## config.mk

```make
export PLATFORM = sky130hd
export DESIGN_NAME = spi_ram_access_ctrl
export DESIGN_NICKNAME = d
export VERILOG_FILES = /design/src/rtl/spi_ram_access_ctrl_pkg.sv /design/src/rtl/spi_ram_access_ctrl_rr_arb2.sv /design/src/rtl/spi_ram_access_ctrl.sv
export SDC_FILE = /design/constraint.sdc
export NUM_CORES = 1
export LEC_CHECK = 0
export BUFFER_PORTS_ARGS = -buffer_cell sky130_fd_sc_hd__buf_4
export CAP_MARGIN = 10
export CELL_PAD_IN_SITES_DETAIL_PLACEMENT = 1
export CELL_PAD_IN_SITES_GLOBAL_PLACEMENT = 2
export CORE_MARGIN = 10
export CORE_UTILIZATION = 30
export CTS_CLUSTER_SIZE = 25
export DETAILED_ROUTE_END_ITERATION = 7
export PLACE_DENSITY = 0.64
export SETUP_SLACK_MARGIN = 0.2
export SYNTH_ARGS = -nofsm -noshare
export SYNTH_HDL_FRONTEND = slang
export SYNTH_SLANG_ARGS = --single-unit
```

## constraint.sdc

```tcl
create_clock -name clk -period 5.27 [get_ports clk]
set_clock_uncertainty 0.2 [all_clocks]
set_input_delay 0.7905 -clock clk [delete_from_list [all_inputs] [get_ports clk]]
set_output_delay 0.7905 -clock clk [all_outputs]
set_load 0.02 [all_outputs]
```

## src/rtl/spi_ram_access_ctrl_pkg.sv

```systemverilog
// Shared definitions for the SPI-to-RAM access controller: command codes,
// FSM state encoding and grant identifiers.
package spi_ram_access_ctrl_pkg;

    localparam logic [1:0] CMD_WR_ADDR = 2'b00;
    localparam logic [1:0] CMD_WR_DATA = 2'b01;
    localparam logic [1:0] CMD_RD_ADDR = 2'b10;
    localparam logic [1:0] CMD_RD_DATA = 2'b11;

    typedef enum logic [1:0] {
        ST_IDLE     = 2'b00,
        ST_SPI_ACC  = 2'b01,
        ST_HOST_ACC = 2'b10,
        ST_RD_RESP  = 2'b11
    } state_t;

    localparam logic GNT_HOST = 1'b0;
    localparam logic GNT_SPI  = 1'b1;

    // Bit 0 of the command distinguishes data commands from address commands.
    function automatic logic is_data_cmd(input logic [1:0] cmd);
        return cmd[0];
    endfunction

endpackage

```

## src/rtl/spi_ram_access_ctrl_rr_arb2.sv

```systemverilog
// Two-requester round-robin arbiter (SPI vs host) with an optional
// fixed-priority override that always favours SPI.
module spi_ram_access_ctrl_rr_arb2
    import spi_ram_access_ctrl_pkg::*;
#(
    parameter int SPI_PRIO = 0
) (
    input  logic clk,
    input  logic rst,
    input  logic req_spi,
    input  logic req_host,
    input  logic take,
    output logic gnt_spi,
    output logic gnt_host
);

    logic last_gnt_r;

    // Grant decision: contention resolved by priority mode or by last winner.
    always_comb begin
        gnt_spi  = 1'b0;
        gnt_host = 1'b0;
        if (req_spi && req_host) begin
            if ((SPI_PRIO != 0) || (last_gnt_r == GNT_HOST)) begin
                gnt_spi = 1'b1;
            end else begin
                gnt_host = 1'b1;
            end
        end else begin
            gnt_spi  = req_spi;
            gnt_host = req_host;
        end
    end

    // Remember the winner of every grant that is actually taken.
    always_ff @(posedge clk or posedge rst) begin
        if (rst) begin
            last_gnt_r <= GNT_HOST;
        end else if (take && gnt_spi) begin
            last_gnt_r <= GNT_SPI;
        end else if (take && gnt_host) begin
            last_gnt_r <= GNT_HOST;
        end
    end

endmodule

```

## src/rtl/spi_ram_access_ctrl.sv

```systemverilog
// Decodes SPI command words, holds the SPI address registers and one pending
// SPI op, and shares the single RAM port between SPI and the local host.
module spi_ram_access_ctrl
    import spi_ram_access_ctrl_pkg::*;
#(
    parameter int ADDR_W   = 8,
    parameter int SPI_PRIO = 0
) (
    input  logic              clk,
    input  logic              rst,
    input  logic [9:0]        rx_data,
    input  logic              rx_valid,
    output logic [7:0]        tx_data,
    output logic              tx_valid,
    input  logic              host_req,
    input  logic              host_we,
    input  logic [ADDR_W-1:0] host_addr,
    input  logic [7:0]        host_wdata,
    output logic              host_gnt,
    output logic [7:0]        host_rdata,
    output logic              host_rvalid,
    output logic              ram_en,
    output logic              ram_we,
    output logic [ADDR_W-1:0] ram_addr,
    output logic [7:0]        ram_wdata,
    input  logic [7:0]        ram_rdata,
    output logic              err_ovf,
    input  logic              err_clr
);

    state_t            state_r;
    logic [ADDR_W-1:0] wr_addr_r, rd_addr_r, op_addr_r, ram_addr_r;
    logic [7:0]        op_wdata_r, ram_wdata_r, tx_data_r, host_rdata_r;
    logic              spi_pend_r, op_we_r, err_ovf_r, rd_src_spi_r;
    logic              ram_en_r, ram_we_r, host_gnt_r, tx_valid_r, host_rvalid_r;
    logic [1:0]        cmd_s;
    logic [ADDR_W-1:0] payload_addr_s;
    logic              data_cmd_s, ovf_s, gnt_spi_s, gnt_host_s;

    // Command decode; a data command overflows only if the pending op is not being served now.
    always_comb begin
        cmd_s          = rx_data[9:8];
        payload_addr_s = ADDR_W'(rx_data[7:0]);
        data_cmd_s     = rx_valid && is_data_cmd(cmd_s);
        ovf_s          = data_cmd_s && spi_pend_r && (state_r != ST_SPI_ACC);
    end

    spi_ram_access_ctrl_rr_arb2 #(.SPI_PRIO(SPI_PRIO)) u_arb (
        .clk      (clk),
        .rst      (rst),
        .req_spi  (spi_pend_r),
        .req_host (host_req),
        .take     (state_r == ST_IDLE),
        .gnt_spi  (gnt_spi_s),
        .gnt_host (gnt_host_s)
    );

    // Address registers, pending-op capture and sticky overflow flag.
    always_ff @(posedge clk or posedge rst) begin
        if (rst) begin
            wr_addr_r  <= {ADDR_W{1'b0}};
            rd_addr_r  <= {ADDR_W{1'b0}};
            spi_pend_r <= 1'b0;
            op_we_r    <= 1'b0;
            op_addr_r  <= {ADDR_W{1'b0}};
            op_wdata_r <= 8'h00;
            err_ovf_r  <= 1'b0;
        end else begin
            if (rx_valid && (cmd_s == CMD_WR_ADDR)) begin
                wr_addr_r <= payload_addr_s;
            end
            if (rx_valid && (cmd_s == CMD_RD_ADDR)) begin
                rd_addr_r <= payload_addr_s;
            end
            if (data_cmd_s && !ovf_s) begin
                spi_pend_r <= 1'b1;
                op_we_r    <= (cmd_s == CMD_WR_DATA);
                op_addr_r  <= (cmd_s == CMD_WR_DATA) ? wr_addr_r : rd_addr_r;
                op_wdata_r <= rx_data[7:0];
            end else if (state_r == ST_SPI_ACC) begin
                spi_pend_r <= 1'b0;
            end
            if (ovf_s) begin
                err_ovf_r <= 1'b1;
            end else if (err_clr) begin
                err_ovf_r <= 1'b0;
            end
        end
    end

    // Access FSM; RAM and strobe outputs are registered alongside the state they belong to.
    always_ff @(posedge clk or posedge rst) begin
        if (rst) begin
            state_r       <= ST_IDLE;
            ram_en_r      <= 1'b0;
            ram_we_r      <= 1'b0;
            ram_addr_r    <= {ADDR_W{1'b0}};
            ram_wdata_r   <= 8'h00;
            host_gnt_r    <= 1'b0;
            rd_src_spi_r  <= 1'b0;
            tx_data_r     <= 8'h00;
            tx_valid_r    <= 1'b0;
            host_rdata_r  <= 8'h00;
            host_rvalid_r <= 1'b0;
        end else begin
            ram_en_r      <= 1'b0;
            ram_we_r      <= 1'b0;
            ram_addr_r    <= {ADDR_W{1'b0}};
            ram_wdata_r   <= 8'h00;
            host_gnt_r    <= 1'b0;
            tx_valid_r    <= 1'b0;
            host_rvalid_r <= 1'b0;
            case (state_r)
                ST_IDLE: begin
                    if (gnt_spi_s) begin
                        state_r     <= ST_SPI_ACC;
                        ram_en_r    <= 1'b1;
                        ram_we_r    <= op_we_r;
                        ram_addr_r  <= op_addr_r;
                        ram_wdata_r <= op_we_r ? op_wdata_r : 8'h00;
                    end else if (gnt_host_s) begin
                        state_r     <= ST_HOST_ACC;
                        ram_en_r    <= 1'b1;
                        ram_we_r    <= host_we;
                        ram_addr_r  <= host_addr;
                        ram_wdata_r <= host_we ? host_wdata : 8'h00;
                        host_gnt_r  <= 1'b1;
                    end else begin
                        state_r <= ST_IDLE;
                    end
                end
                ST_SPI_ACC: begin
                    rd_src_spi_r <= 1'b1;
                    state_r      <= ram_we_r ? ST_IDLE : ST_RD_RESP;
                end
                ST_HOST_ACC: begin
                    rd_src_spi_r <= 1'b0;
                    state_r      <= ram_we_r ? ST_IDLE : ST_RD_RESP;
                end
                ST_RD_RESP: begin
                    if (rd_src_spi_r) begin
                        tx_data_r  <= ram_rdata;
                        tx_valid_r <= 1'b1;
                    end else begin
                        host_rdata_r  <= ram_rdata;
                        host_rvalid_r <= 1'b1;
                    end
                    state_r <= ST_IDLE;
                end
                default: begin
                    state_r <= ST_IDLE;
                end
            endcase
        end
    end

    assign tx_data     = tx_data_r;
    assign tx_valid    = tx_valid_r;
    assign host_gnt    = host_gnt_r;
    assign host_rdata  = host_rdata_r;
    assign host_rvalid = host_rvalid_r;
    assign ram_en      = ram_en_r;
    assign ram_we      = ram_we_r;
    assign ram_addr    = ram_addr_r;
    assign ram_wdata   = ram_wdata_r;
    assign err_ovf     = err_ovf_r;

endmodule

```

## Yosys cells after proc, flatten, opt, wreduce, memory -nomap -nowiden

Index checks and enable logic that the tools add are counted.

- Register bits: 76
- Input bits: 40

- Reductions and logical operators: 19
- Mux-type cells: 36
- Bitwise gates (word level): 1
- Eq/ne operators: 6

Operators by type and width:

| cell | count |
|---|---|
| $mux 8 | 9 |
| $mux 1 | 22 |
| $logic_and 1x1->1 | 9 |
| $reduce_bool 2->1 | 4 |
| $eq 2x2->1 const B | 3 |
| $mux 2 | 3 |
| $pmux 2 s3 | 1 |
| $eq 2x1->1 const B | 2 |
| $logic_not 2->1 | 2 |
| $reduce_and 2->1 | 2 |
| $ne 2x1->1 const B | 1 |
| $pmux 1 s2 | 1 |
| $reduce_or 2->1 | 1 |
| $logic_not 1->1 | 1 |
| $not 1->1 | 1 |

## Depth between registers and ports, before layout

Gate-level depths: netlist of the first run.

- Word-level depth: 6
- Mapped depth: 7
- Depth with buffers taken out: 5

## Cells and area by module

From an unflattened synthesis of the first run, not the netlist that was laid out.

- Cell total of the unflattened synthesis: 211
- Area, all modules: 3125.5 µm²

By module, submodules not included:

| module | instances | area each (µm²) | cells each |
|---|---|---|---|
| spi_ram_access_ctrl | 1 | 3066.7 | 204 |
| spi_ram_access_ctrl_rr_arb2 | 1 | 58.8 | 7 |

## Worst setup path before layout of the first run

Ideal clock, no wire load.

- Kind: input port to flip-flop
- Start: input port rx_valid
- End: register op_addr_r[7]
- Stages on the path: 5
- Arrival time: 1.512 ns
- Slack: 3.433 ns
- Setup time: 0.125 ns
- Required time: 4.945 ns
- Cells stage by stage: nand2_2 > nor2b_4 > buf_6 > buf_12 > mux2_4

- Word-level cells in the longest chain between the ends: 5

Ends and longest elaborated chain:

| element | line | source |
|---|---|---|
| start: declaration | spi_ram_access_ctrl.sv:12 | `input logic rx_valid,` |
| $logic_and 1x1->1 (*) | spi_ram_access_ctrl.sv:44 | `data_cmd_s = rx_valid && is_data_cmd(cmd_s);` |
| $logic_and 1x1->1 (2 in series) | spi_ram_access_ctrl.sv:45 | `ovf_s = data_cmd_s && spi_pend_r && (state_r != ST_SPI_ACC);` |
| $logic_not 1->1 | spi_ram_access_ctrl.sv:75 | `if (data_cmd_s && !ovf_s) begin` |
| $logic_and 1x1->1 (*) | spi_ram_access_ctrl.sv:75 |  |
| end signal: assignment | spi_ram_access_ctrl.sv:65 | `op_addr_r <= {ADDR_W{1'b0}};` |
| end signal: assignment | spi_ram_access_ctrl.sv:78 | `op_addr_r <= (cmd_s == CMD_WR_DATA) ? wr_addr_r : rd_addr_r;` |
| end: declaration | spi_ram_access_ctrl.sv:32 | `logic [ADDR_W-1:0] wr_addr_r, rd_addr_r, op_addr_r, ram_addr_r;` |

Every way passes the cells marked *; elsewhere a longest branch is shown, timed or not.
A chain may end at the register's enable or synchronous reset.

## Final worst setup path of the first run

- Start: register state_r[1]
- End: register op_addr_r[3]

- Word-level cells in the longest chain between the ends: 4

Ends and longest elaborated chain:

| element | line | source |
|---|---|---|
| start: declaration | spi_ram_access_ctrl.sv:31 | `state_t state_r;` |
| start signal: assignment | spi_ram_access_ctrl.sv:134 | `state_r <= ram_we_r ? ST_IDLE : ST_RD_RESP;` |
| start signal: assignment | spi_ram_access_ctrl.sv:138 | `state_r <= ram_we_r ? ST_IDLE : ST_RD_RESP;` |
| $ne 2x1->1 | spi_ram_access_ctrl.sv:45 |  |
| $logic_and 1x1->1 | spi_ram_access_ctrl.sv:45 |  |
| $logic_not 1->1 | spi_ram_access_ctrl.sv:75 |  |
| $logic_and 1x1->1 | spi_ram_access_ctrl.sv:75 |  |

No other way between the ends.

==> metrics.cfg, run 1 <==
[logic_synthesis]
synth_edf_count=0
syn_area_um2=3048
synth-seq-cells=76
synth.largest_area_cell=dfrtp_1
ys_async_sr_fraction=1.000
ys_top_cells_by_count=dfrtp_1 (76), mux2_2 (47), mux2_4 (9)
synth_ff_type=dfrtp_1
ys_seq_area_frac=0.6240
postSynthCellCount=194
netlist.area_leader.share=0.6240
synth.distinct_cells=31
synth_nets=238
avgSynthCellArea_um2=15.71
synth.most_common_cell=dfrtp_1
synth_area_leaders=dfrtp_1 (62%), mux2_2 (17%), mux2_4 (4.4%), a32o_1 (2.6%), a22o_1 (2.3%)
synth_warnings=0

[die]
start_util=0.3104
dieWidth_um=120.8
core_area_um2=9819
num_rows=36
die_h_um=120.8
die_area_um2=14590
ioPinCount=78

[global_routing]
grt_pass1_vias=2088
antenna_found_initial=0
grt_max_degree=48
grt_use_total=0.1056
grt_first_pass_wirelength_mm=11.80
globalRoute.totalOverflow=0

[cts]
cts-buffers-inserted=9
cts_tree=done
path_clk_slew_ps=80
cts-resized-gates=0
clk_latency_ps=340
cts_hold_buf=0
cts_sinks=76
htree_num_levels=3
cts_root_buf=clkbuf_8
cts_setup_buffers=0
clockBufferDepth=2

[power]
p_leak_nw=1.858
finalPower_mw=2.203
irDropWorstVdd_uv=171.0
power.density_nw_per_um2=561.7

[worst_setup_path]
path_class=reg -> reg
endpoint_kind=register
startpoint_type=register
required_ps=5290
path_max_fanout=17
critical_path_arrival_ps=2070

[cells_and_area]
synthToLayoutAreaGrowth_pct=28.65
antennaDiodeCount=0
fillCellCount=1100
finalNetCount=318
regArea_um2=1902
fin_area_um2=3921
drive_gt1_frac=0.5663
multi_input_area_um2=1049

[timing]
setup_violations=0
min_period_ps=2051
relSlewSlack=0.4516
hold_ws_ps=263.3
post-route-period-util=0.3892
worst_slack_ps=3219
fmax_mhz=487.5
worst_pin_slew_ps=820.9
rsz0062_at_grt=false
tns_ps=0
hold_viol=0
report.final.slew_viol_count=0

[detailed_routing]
first_pass_iters=4
first_iter_violations=40
vias=1867
finalWirelength_mm=7.377
antenna_violating_nets_post_route=0
routedWlPerCell_um=17.91
avgViaCountPerCell=4.532
drcViolationCount=0

[outcome]
outcome=completed

[flow_run]
max_cap_violations=0

[worst_hold_path]
hold_path_class=in -> async

[place]
portBuffers=77
dp_hpwl_mm=5.276
place_congestion=0.6728
place_ws_ps=3004
place_area_um2=3730

[area by class of cell]
class / instances / share of cell area
flip-flops and latches: 76 / 0.4850
repair buffers: 78 / 0.1493
inverters: 7 / 0.007020
well taps: 133 / 0.04244
clock inverters: 7 / 0.01723
multi-input cells: 102 / 0.2674
clock buffers: 9 / 0.03159
[layer usage]
metal,up-vias,GRT usage,part of all wire
met3,8,0.02792,0.040
li1,858,-,-
met5,-,0,0
met1,966,0.1271,0.44
met2,35,0.1703,0.50
met4,0,0.05430,0.019
[through the flow]
stage | util | cells
final | 0.3993 | 412
after global routing | 0.3993 | 412
after CTS | 0.3993 | 412
after detailed placement | 0.3798 | 396
after global placement | 0.3798 | 396
after floorplan | - | 194
[cells in the final DEF (no fill, tap or decap), drive strengths merged, types with 2 or more instances in the layout]
master   n
nand2b   4
nand3    2
nor2     2
a32o     8
dfrtp   76
clkbuf   9
a22o     8
inv      6
clkinv   7
and3     2
mux2    56
nor2b    2
ha       4
buf     78
nand2    5
[kinds of logic (layout without fill, tap and decap cells)]
family	after synthesis	in the layout	synth area share
AOI/OAI and AO/OA	21	21	0.06035
muxes	57	57	0.2213
and+or+nand+nor	20	20	0.04598
DFF	76	76	0.6240
adders and majority gates	4	4	0.01642
buffers and inverters	16	101	0.03202
[state kept, by name, summed over array words and instances (netlist names), 2 cells and up]
register    cells
state_r         2
wr_addr_r       8
ram_wdata       8
tx_data         8
ram_addr        8
op_wdata_r      8
op_addr_r       8
rd_addr_r       8
host_rdata      8
[path summary, 6_finish.rpt]
| kind | slack, ps | depth (start not counted) | start | endpoint |
|---|---|---|---|---|
| max in group asynchronous | 3610 | 3 | rst | ram_addr[3] |
| setup / recovery | 3220 | 5 | state_r[1] | op_addr_r[3] |
| min in group clk | 310 | 1 | tx_data[6] | tx_data[6] |
| hold reg to reg | 310 | 1 | tx_data[6] | tx_data[6] |
| hold / removal | 260 | 2 | rst | ram_wdata[5] |
| setup reg to reg | 3220 | 5 | state_r[1] | op_addr_r[3] |
[critical path, stage by stage (launching register included)]
cell and delay (ps):
dfrtp_1 400, inv_1 90, ha_1 150, nand2b_2 130
nor2b_4 550, mux2_2 400
[where the power goes]
| part | switching (mW) | internal, mW | leakage (nW) |
|---|---|---|---|
| Combinational | 0.406 | 0.423 | 0.824 |
| Clock | 0.217 | 0.217 | 0.103 |
| Sequential | 0.124 | 0.816 | 0.931 |
(Power assumes the default switching activity.)
==> run 2: changes to the inputs <==
ABC_AREA = 1   (was unset)
CORE_UTILIZATION = 28   (was 30)
PLACE_DENSITY = 0.71   (was 0.64)
clock period = 1.75 ns   (was 5.27 ns; I/O delays follow)
==> run 2 against run 1 <==
Routed wire length grew 14%; non-clock buffer count rose by 24; via count rose by 38%; hold slack worse by 260 ps; worst setup slack got worse by 2900 ps; synthesized area rose by 3.7%; clock power rose to 4.6 times the previous value.
==> metrics.cfg, run 2 <==
[worst_setup_path]
required_ps=1760  ; was 5290 ps
path_max_fanout=18  ; was 17
slowest_delay_ps=410  ; was 550 ps
critical_path_arrival_ps=1490  ; was 2070 ps
cp_slowest_cell=dfrtp_1  ; was nor2b_4
path_cells=inv_2 -> ha_1 -> inv_1 -> nand2_2 -> nand3_4 -> buf_12 -> nand2_1 -> o21ai_1  ; was inv_1 -> ha_1 -> nand2b_2 -> nor2b_4 -> mux2_2
path_class=reg -> reg  ; unchanged
startpoint_type=register  ; unchanged
endpoint_kind=register  ; unchanged

[global_routing]
grt_max_degree=77  ; was 48
globalRoute.totalOverflow=0  ; unchanged
grt_use_total=0.1094  ; was 0.1056
grt_first_pass_wirelength_mm=14.43  ; was 11.80 mm
grt_pass1_vias=2819  ; was 2088
antenna_found_initial=0  ; unchanged

[detailed_routing]
antenna_violating_nets_post_route=0  ; unchanged
met1_length_mm=3.988  ; was 3.244 mm
first_pass_iters=5  ; was 4
avgViaCountPerCell=4.378  ; was 4.532
highest_layer=met4  ; unchanged
finalWirelength_mm=8.429  ; was 7.377 mm
dr_wl_met2_mm=3.901  ; was 3.702 mm
wl_met3_um=437  ; was 292 µm
routedWlPerCell_um=14.29  ; was 17.91 µm
first_iter_violations=148  ; was 40
drcViolationCount=0  ; unchanged
vias=2583  ; was 1867

[place]
portBuffers=77  ; unchanged
place_congestion=0.7158  ; was 0.6728
place_inst=557  ; was 396
place_ws_ps=228.0  ; was 3004 ps
dp_hpwl_mm=6.168  ; was 5.276 mm

[logic_synthesis]
synth_edf_count=0  ; unchanged
synth.distinct_cells=23  ; was 31
synth-seq-cells=76  ; unchanged
synth_area_leaders=dfrtp_1 (60%), nand2_1 (14%), inv_1 (4.4%), nand3_1 (3.0%), o21ai_0 (3.0%)  ; was dfrtp_1 (62%), mux2_2 (17%), mux2_4 (4.4%), a32o_1 (2.6%), a22o_1 (2.3%)
syn_area_um2=3162  ; was 3048 µm²
postSynthCellCount=345  ; was 194
ys_async_sr_fraction=1.000  ; unchanged
synth_ff_type=dfrtp_1  ; unchanged
ys_seq_area_frac=0.6015  ; was 0.6240
synth.most_common_cell=nand2_1  ; was dfrtp_1
ys_top_cells_by_count=nand2_1 (121), dfrtp_1 (76), inv_1 (37)  ; was dfrtp_1 (76), mux2_2 (47), mux2_4 (9)
synth_warnings=0  ; unchanged
avgSynthCellArea_um2=9.165  ; was 15.71 µm²
synth_nets=389  ; was 238
netlist.area_leader.share=0.6015  ; was 0.6240
synth.largest_area_cell=dfrtp_1  ; unchanged

[die]
dieWidth_um=126.3  ; was 120.8 µm
ioPinCount=78  ; unchanged
start_util=0.2891  ; was 0.3104
die_area_um2=15940  ; was 14590 µm²
die_h_um=126.3  ; was 120.8 µm
num_rows=38  ; was 36
core_area_um2=10940  ; was 9819 µm²

[timing]
setup_violations=0  ; unchanged
min_period_ps=1471  ; was 2051 ps
hold_ws_ps=5.655  ; was 263.3 ps
relSlewSlack=0.7024  ; was 0.4516
tns_ps=0  ; unchanged
worst_pin_slew_ps=445.4  ; was 820.9 ps
rsz0062_at_grt=true  ; was false
worst_slack_ps=278.8  ; was 3219 ps
post-route-period-util=0.8407  ; was 0.3892
hold_viol=0  ; unchanged
fmax_mhz=679.7  ; was 487.5 MHz
report.final.slew_viol_count=0  ; unchanged

[cells_and_area]
multi_input_area_um2=1044  ; was 1049 µm²
finalNetCount=489  ; was 318
regArea_um2=1902  ; unchanged
drive_gt1_frac=0.2756  ; was 0.5663
fillCellCount=1284  ; was 1100
synthToLayoutAreaGrowth_pct=40.48  ; was 28.65%
final_cell_mix=nand2_1 (119), buf_4 (81), dfrtp_1 (76), inv_1 (33)  ; was buf_4 (78), dfrtp_1 (76), mux2_2 (47), mux2_4 (9), clkbuf_8 (9)
stdcell_count=590  ; was 412
final_common_cell=nand2_1  ; was buf_4
antennaDiodeCount=0  ; unchanged

[cts]
htree_num_levels=3  ; unchanged
path_clk_slew_ps=60  ; was 80 ps
cts-buffers-inserted=9  ; unchanged
clockBufferDepth=2  ; unchanged
cts_sinks=76  ; unchanged
cts_tree=done  ; unchanged
cts_root_buf=clkbuf_16  ; was clkbuf_8
clk_latency_ps=330  ; was 340 ps

[power]
irDropWorstVdd_uv=715.6  ; was 171.0 µV
p_leak_nw=2.354  ; was 1.858 nW
power.density_nw_per_um2=1621  ; was 561.7 nW/µm²
finalPower_mw=7.199  ; was 2.203 mW

[outcome]
outcome=completed  ; unchanged

[worst_hold_path]
hold_path_class=in -> reg  ; was in -> async

[flow_run]
max_cap_violations=0  ; unchanged

## run 2: cell types whose count changed in the layout (fill, tap and decap cells not counted), moves of 16 or more
cell,delta
nand3_1,+17
inv_1,+27
o21ai_0,+19
nand2_1,+115
mux2_2,-47
dlygate4sd3_1,+16
o21ai_1,+17
## run 2: power by group
group | switching [mW] | internal, mW
clock | 0.752 | 1.26
sequential | 0.365 | 2.37
combinational | 1.43 | 1.02
total | 2.55 | 4.65
## run 2: cell type report
| cell class | count | area share |
|---|---|---|
| clock inverter | 7 | 0.02225 |
| sequential | 76 | 0.4282 |
| clock buffer | 9 | 0.05070 |
| multi-input combinational | 218 | 0.2349 |
| timing repair buffer | 102 | 0.1915 |
| tap | 140 | 0.03944 |
| inverter | 38 | 0.03296 |
## run 2: worst paths after layout
check                              from  slack (ps)            end  cells past startpoint
max                          state_r[1]         280  op_wdata_r[7]                      8
min                        ram_rdata[4]           6  host_rdata[4]                      3
max reg2reg                  state_r[1]         280  op_wdata_r[7]                      8
min reg2reg                op_addr_r[6]         280   op_addr_r[6]                      2
max in group asynchronous           rst         620     spi_pend_r                      4
min in group asynchronous           rst         370       tx_valid                      4
## run 2: logic make-up after synthesis
group | synth area share
simple gates | 0.2133
buf+inv | 0.07241
fa+ha+maj | 0.01583
flops | 0.6015
compound gates | 0.09695
## run 2: critical path: cells and delay by family (launching register included)
kind,cells,cell delay [ps]
AO/OA/AOI/OAI,1,60
adder cells (fa/ha/maj),1,130
buffers and inverters,3,300
flip-flops,1,410
AND/OR/NAND/NOR,3,250
## run 2: repair_timing
item / CTS / global route
hold buffers: 16 / 0
pin swaps: 0 / 0
setup endpoints to repair: 1 / 27
resized for setup: 1 / 10
setup buffers: 0 / 1
endpoints found under the hold margin: 91 / 0
## run 2: per-stage QoR
step,util,instance area [µm²]
2_1_floorplan,-,3166
3_3_place_gp,0.3582,3918
3_5_place_dp,0.3582,3918
4_1_cts,0.4029,4405
5_1_grt,0.4062,4442
6_report,0.4062,4442
## run 2: metal layers
metal	GRT usage	up-vias
li1	-	1290
met1	0.1371	1224
met2	0.1744	59
met3	0.03607	10
met4	0.03416	0
met5	0	-
